===== src/rtl/imm_gen_pipe.sv =====
// Pipelined RV32I/RV64I immediate generator behind a valid/ready stage with a 2-entry skid buffer.
// Define IMM_GEN_CSR_ZIMM_EN to decode source 101 as the zero-extended CSR immediate.
module imm_gen_pipe #(
    parameter int XLEN  = 32,
    parameter int TAG_W = 32
) (
    input  logic             clk,
    input  logic             rst_n,
    input  logic             flush,
    input  logic             in_valid,
    output logic             in_ready,
    input  logic [31:0]      in_instr,
    input  logic [2:0]       in_imm_src,
    input  logic [TAG_W-1:0] in_tag,
    output logic             out_valid,
    input  logic             out_ready,
    output logic [XLEN-1:0]  out_imm,
    output logic [TAG_W-1:0] out_tag,
    output logic             out_illegal
);

    typedef enum logic [2:0] {
        SRC_I = 3'b000,
        SRC_S = 3'b001,
        SRC_B = 3'b010,
        SRC_J = 3'b011,
        SRC_U = 3'b100,
        SRC_Z = 3'b101
    } imm_src_e;

    typedef struct packed {
        logic [XLEN-1:0]  imm;
        logic [TAG_W-1:0] tag;
        logic             illegal;
        logic             valid;
    } entry_t;

    entry_t      out_q, out_d;
    entry_t      skid_q, skid_d;
    entry_t      in_entry;
    logic        in_ready_q, in_ready_d;
    logic        accept;
    logic [31:0] imm32;
    logic        illegal_in;

    // The major opcode never contributes to any immediate.
    logic unused_opcode;
    assign unused_opcode = ^in_instr[6:0];

    // Every format fits in 32 bits; the XLEN sign extension is a single cast afterwards.
    always_comb begin
        // NOTE: defaults first on every path so no latch is inferred for imm32/illegal_in.
        imm32      = '0;
        illegal_in = 1'b0;
        case (in_imm_src)
            SRC_I: imm32 = {{20{in_instr[31]}}, in_instr[31:20]};
            SRC_S: imm32 = {{20{in_instr[31]}}, in_instr[31:25], in_instr[11:7]};
            SRC_B: imm32 = {{19{in_instr[31]}}, in_instr[31], in_instr[7],
                            in_instr[30:25], in_instr[11:8], 1'b0};
            SRC_J: imm32 = {{11{in_instr[31]}}, in_instr[31], in_instr[19:12],
                            in_instr[20], in_instr[30:21], 1'b0};
            SRC_U: imm32 = {in_instr[31:12], 12'b0};
`ifdef IMM_GEN_CSR_ZIMM_EN
            SRC_Z: imm32 = {27'b0, in_instr[19:15]};
`else
            SRC_Z: illegal_in = 1'b1;
`endif
            default: illegal_in = 1'b1;
        endcase
    end

    always_comb begin
        in_entry.imm     = XLEN'($signed(imm32));
        in_entry.tag     = in_tag;
        in_entry.illegal = illegal_in;
        in_entry.valid   = 1'b1;
    end

    assign accept = in_valid && in_ready_q;

    always_comb begin
        out_d = out_q;
        skid_d = skid_q;
        if (flush) begin
            out_d.valid  = 1'b0;
            skid_d.valid = 1'b0;
        end else if (!out_q.valid || out_ready) begin
            if (skid_q.valid) begin
                // Skid entry is older than anything arriving now, so it goes out first.
                out_d = skid_q;
                if (accept) skid_d = in_entry;
                else        skid_d.valid = 1'b0;
            end else if (accept) begin
                out_d = in_entry;
            end else begin
                out_d.valid = 1'b0;
            end
        end else if (accept) begin
            skid_d = in_entry;
        end
        in_ready_d = !skid_d.valid;
    end

    always_ff @(posedge clk or negedge rst_n) begin
        if (!rst_n) begin
            // NOTE: data fields are reset too, so the outputs read all-zero during reset.
            out_q      <= '0;
            skid_q     <= '0;
            in_ready_q <= 1'b0;
        end else begin
            // NOTE: non-blocking so every flop samples the pre-edge values of the others.
            out_q      <= out_d;
            skid_q     <= skid_d;
            in_ready_q <= in_ready_d;
        end
    end

    assign in_ready    = in_ready_q;
    assign out_valid   = out_q.valid;
    assign out_imm     = out_q.imm;
    assign out_tag     = out_q.tag;
    assign out_illegal = out_q.illegal;

endmodule


===== config.mk =====
export PLATFORM = sky130hd
export DESIGN_NAME = imm_gen_pipe
export DESIGN_NICKNAME = d
export VERILOG_FILES = /design/src/rtl/imm_gen_pipe.sv
export SDC_FILE = /design/constraint.sdc
export NUM_CORES = 1
export LEC_CHECK = 0
export ABC_AREA = 1
export CAP_MARGIN = 20
export CORE_MARGIN = 2
export CORE_UTILIZATION = 40
export DETAILED_ROUTE_END_ITERATION = 10
export GPL_ROUTABILITY_DRIVEN = 0
export GPL_TIMING_DRIVEN = 0
export PLACE_DENSITY = 0.69
export SYNTH_ARGS = -nofsm -noshare
export SYNTH_HDL_FRONTEND = slang
export SYNTH_SLANG_ARGS = --single-unit
export TNS_END_PERCENT = 100

===== constraint.sdc =====
create_clock -name clk -period 1.3 [get_ports clk]
set_input_delay 0.325 -clock clk [delete_from_list [all_inputs] [get_ports clk]]
set_output_delay 0.325 -clock clk [all_outputs]
set_load 0.05 [all_outputs]

==> results.toml, run 1 <==
[placed_design]
port_buffers = 130
dpl_cell_area_um2 = 7470
post-dp-hpwl_mm = 11.4
dp_cells = 1040
pre_cts_slack_ns = -0.670

[synthesis]
synth.area.top_cells = "dfrtp_1, nand2_1, nor2_1, a31oi_1, a21oi_1"
synth_simple_gate_area_share_pct = 27.7
synth-compound-area-share_pct = 10.1
synthMuxAreaShare_pct = 0
yosys.area.top_type_share_pct = 56.5
yosysTopAreaCell = "dfrtp_1"
syn_area_per_cell_um2 = 8.13
synth_xor_area_share_pct = 0
ys_ff_latch = 133
synth.distinct_cells = 20
synth_top_family_by_area = "simple AND/OR/NAND/NOR gates"
netlist_instances = 725
synth_fp_nets = 797
syn_area_um2 = 5890
synth.yosys.warnings = 0
synth-adder-area-share_pct = 0
synth-seq-area-share_pct = 56.5

[drt]
routed_wl_mm = 18.1
vias = 5620
drtPass1Iterations = 5
antenna_left = 0
wire_per_inst_um = 15.9
drt_iter0_markers = 418
drcViolationCount = 0
vias_per_cell = 4.93

[power_and_ir_drop]
power.density_nw_per_um2 = 1650
p_leak_nw = 4.55
vdd_drop_max_mv = 0.886

[clocking]
cts_tree = "done"
cts_max_path_buffers = 2
cts_buffers = 17
worstSkewPairLatency_ns = 0.42
cts-root-buf = "clkbuf_16"
htree_levels = 4
cts_sinks = 133
path_clk_slew_ns = 0.06

[die]
ios = 139
start_util_pct = 40.7
core_area_um2 = 14500
dieWidth_um = 125
die_y_um = 125
rows = 44
die-area_um2 = 15700

[sta]
finalClockSkew_ns = 0.00722
fin_ws_ns = -0.0712
hold_violations = 0
worstMarginPinSlew_ns = 0.451
slew_headroom_pct = 69.9
setup_viol = 98
fin_crit_sh_pct = 105
maxSlewViolCount = 0
max_clock_freq_mhz = 729
rsz0062_at_grt = "true"
min_period_ns = 1.37

[setup_path]
crit_arrival_ns = 1.70
crit_type = "reg -> reg"
crit_chain = "buf_6, inv_8, nand2_4, nand3_4, buf_12, inv_8, buf_4, a31oi_1"
slowest_stage = "dfrtp_1"
path_max_fanout = 10
critPathCaptureType = "flop"
crit_top_cell = "inv_8"
start_kind = "flop"
crit_required_ns = 1.63
critPathMaxStageDelay_ns = 0.37

[finish]
multiInputGateArea_um2 = 2580
drive_above_1_share_pct = 31.2
fillers = 1177
fin_area_um2 = 9350
diodes = 0
fin_nets = 1016
instances_no_fill = 1141
syn_to_final_growth_pct = 58.5
fin_util_pct = 64.5
regArea_um2 = 3330

[global_route]
grt-ovfl-total = 0
first_global_vias = 5235
grt_max_degree = 86
grt_usage_pct = 22.4
grt_pass1_wl_mm = 27.7
antenna_found_initial = 0

[worst_hold_path]
min_path_type = "in -> reg"

[run_status]
status = "finished, violations left"
violations = "negative setup slack"

[job]
maxCapViolCount = 0
power breakdown:
| part | internal (mW) | switching [mW] |
|---|---|---|
| clock | 2.91 | 1.75 |
| combinational | 2.12 | 2.86 |
| sequential | 5.11 | 0.632 |
| total | 10.1 | 5.24 |
synth_stat cells:
master      n
buf_6       4
inv_1      21
inv_4       3
nand2_1   305
nor2_4      1
clkbuf_1   12
or2_2       4
nand3_1    17
a31oi_1    47
nand4_1     4
nor2_1     80
dfrtp_1   133
o21ai_1     4
inv_2       3
a21oi_1    28
nand3_2     1
buf_4       6
nand2_2     5
o21ai_0    28
buf_2      19
final timing paths:
check                                   end  depth (start not counted)  slack, ns     startpoint
worst max-delay path             out_tag[5]                          8      -0.07      skid_q[0]
worst max register to register   out_tag[5]                          8      -0.07      skid_q[0]
min in group asynchronous       out_imm[11]                          2       0.42          rst_n
worst min register to register   skid_q[29]                          2       0.48     skid_q[29]
max in group asynchronous       out_imm[16]                          3       0.22          rst_n
worst min-delay path             skid_q[41]                          4       0.29  in_imm_src[2]
critical path: cells and delay by family, from the launching register on:
family | cells | cell delay (ns)
compound gates | 1 | 0.18
simple gates | 2 | 0.14
flops | 1 | 0.37
buf+inv | 5 | 0.60
layer usage:
layer | GRT usage [%] | up-vias | wire [um]
met1 | 31.6 | 2673 | 8090
met3 | 4.07 | 18 | 995
li1 | - | 2765 | -
met4 | 7.12 | 0 | 278
met2 | 35.6 | 164 | 8730
met5 | 0 | - | 0
per-stage QoR:
step	hold WS (ns)	setup TNS, ns	total power, mW
3_5_place_dp	0.291	-76.84	9.64
3_3_place_gp	0.461	-797.87	9.55
2_1_floorplan	0.0294	-0.102	8.11
6_report	0.294	-1.94	15.4
5_1_grt	0.314	-10.48	16.0
4_1_cts	0.286	-3.18	14.7
sequential cells by signal, indices dropped and copies added, names as in the netlist:
name         count
out_illegal      1
out_valid        1
in_ready         1
out_imm         32
out_tag         32
skid_q          66
what timing repair did:
action,4_1_cts,5_1_grt
endpoints found under the hold margin,48,0
hold buffers,1,0
buffers inserted,24,39
gates cloned,4,6
pin swaps,4,7
setup endpoints to repair,198,277
resized for setup,552,126
kinds of logic after synthesis:
family          Yosys count
buf+inv                  68
simple gates            417
compound gates          107
flops                   133
cells in the final DEF, fill, tap and decap left out, drive strengths merged:
master	count
clkdlybuf4s50	59
dlygate4sd3	1
nand3	18
clkinvlp	3
nor2	81
clkbuf	41
o21ai	32
a21oi	28
dfrtp	133
dlymetal6s2s	1
a31oi	47
nand4	4
clkinv	5
bufinv	2
buf	160
inv	28
or2	4
nand2	310
area by class of cell:
cell class,instances,area share [%]
multi-input cells,524,27.6
flip-flops and latches,133,35.7
plain buffers,38,4.42
inverters,27,1.43
clock buffers,23,5.01
repair inverters,2,0.241
well taps,184,2.46
clock inverters,9,1.10
repair buffers,201,22.1
No activity file was read; power rests on OpenSTA's default activity.
==> run 2: changes to the inputs <==
- CORE_MARGIN: 2 -> 1.5
- PLACE_DENSITY: 0.69 -> 0.66
- clock period: 1.3 -> 1.35 ns (I/O delays scaled with it)
==> results.toml, run 2 (synthesis gave the netlist of run 1 again) <==
[sta]
maxSlewViolCount = 0
slew_headroom_pct = 66.4
max_clock_freq_mhz = 712
fin_ws_ns = -0.0536
rsz0062_at_grt = "true"
fin_crit_sh_pct = 104
worstMarginPinSlew_ns = 0.505
setup_tns_ns = -0.551
finalClockSkew_ns = 0.00472
setup_viol = 38
hold_violations = 0
min_period_ns = 1.40
hold_slack_ns = 0.299

[placed_design]
dp_cells = 1040
port_buffers = 130
pre_cts_slack_ns = -0.602
post-dp-hpwl_mm = 11.2

[drt]
drt_iter0_markers = 430
drcViolationCount = 0
antenna_left = 0
routed_wl_mm = 18.7
drtPass1Iterations = 4
wire_per_inst_um = 16.7
vias = 5663
vias_per_cell = 5.07

[global_route]
first_global_vias = 5123
grt_usage_pct = 22.5
grt_max_degree = 87
antenna_found_initial = 0
grt_pass1_wl_mm = 27.3
grt-ovfl-total = 0

[die]
core_area_um2 = 14500
start_util_pct = 40.7
dieWidth_um = 124
die_y_um = 124
ios = 139
rows = 44
die-area_um2 = 15500

[run_status]
violations = "negative setup slack"
status = "finished, violations left"

[clocking]
path_clk_slew_ns = 0.06
cts-root-buf = "clkbuf_16"
cts_max_path_buffers = 2
cts_sinks = 133
worstSkewPairLatency_ns = 0.42
cts_tree = "done"
htree_levels = 4
cts_buffers = 17

[finish]
largest_register_ffs = 66
fin_util_pct = 64.9
regMostFlops = "skid_q"
diodes = 0
mostFrequentLayoutCells = "nand2_1, dfrtp_1, buf_6"
syn_to_final_growth_pct = 59.4
fillers = 1165
final_common_cell = "nand2_1"
instances_no_fill = 1118
fin_nets = 993
drive_above_1_share_pct = 29.7

[setup_path]
critPathCaptureType = "flop"
r2r_start = "skid_q[0]"
reg2reg_to = "out_tag[26]"
critPathCapture = "out_tag[26]"
path_max_fanout = 8
start_kind = "flop"
crit_arrival_ns = 1.75
rr_worst_depth = 9
crit_required_ns = 1.69
crit_start = "skid_q[0]"
crit_type = "reg -> reg"
r2r_slack_ns = -0.05

[power_and_ir_drop]
vdd_drop_max_mv = 1.00
power.density_nw_per_um2 = 1600
p_leak_nw = 4.53

[job]
maxCapViolCount = 0

[worst_hold_path]
min_path_type = "in -> reg"
run 2: cell count changes in the layout (fill, tap and decap cells not counted), sizes merged:
cell and change:
bufinv +1, clkinvlp -3, clkbuf +4, dlygate4sd2 +2, buf -31, inv +4
run 2: worst min-delay path by stage:
stage	from	to	slack, ns	cells after the start
after floorplan	rst_n	in_ready	0.04	0
after global placement	skid_q[30]	skid_q[30]	0.46	2
after detailed placement	rst_n	out_tag[9]	0.31	1
after CTS	in_imm_src[2]	skid_q[40]	0.30	4
after global routing	in_imm_src[2]	skid_q[41]	0.33	4
final	in_imm_src[2]	skid_q[40]	0.30	4
run 2: power breakdown:
| group | leakage (nW) | switching, mW | internal [mW] |
|---|---|---|---|
| Clock | 0.316 | 1.72 | 3.19 |
| Combinational | 2.60 | 2.71 | 1.88 |
| Sequential | 1.61 | 0.645 | 4.92 |
| Total | 4.53 | 5.08 | 9.99 |
run 2: stage by stage:
stage          area, um^2  total power, mW
6_report             9400             15.1
2_1_floorplan        5900             7.81
4_1_cts              8310             14.3
3_3_place_gp         7430             9.19
3_5_place_dp         7460             9.27
5_1_grt              9400             15.7
run 2: worst max-delay path, stage by stage, from the launching register on:
cell	delay, ns
dfrtp_1	0.34
buf_6	0.16
inv_8	0.06
nand2_4	0.06
nand3_4	0.06
buf_12	0.17
inv_6	0.11
clkbuf_16	0.16
nor2_1	0.04
a31oi_1	0.16
run 2: cell type report:
class                   count  area, um^2  share of cell area, %
plain buffers              39         447                   4.75
clock buffers              24         512                   5.45
clock inverters             8         119                   1.27
inverters                  27         143                   1.52
multi-input cells         524        2590                   27.6
flip-flops and latches    133        3330                   35.5
well taps                 184         230                   2.45
repair buffers            174        1970                   21.0
repair inverters            5        46.3                  0.493
run 2: metal layers:
metal	GRT usage [%]	vias to the layer above	part of all wire [%]
li1	-	2725	-
met1	31.5	2711	44
met2	34.8	203	49
met3	5.03	24	5.8
met4	7.57	0	1.5
met5	0	-	0
run 2: timing repair:
item                                    4_1_cts  5_1_grt
hold endpoints to repair                     47        0
endpoints found under the setup margin      198      180
cloned                                        4       14
buffers inserted                              5       25
pin swaps                                     8       10
gates resized for setup                     493      185
hold buffers                                  1        0
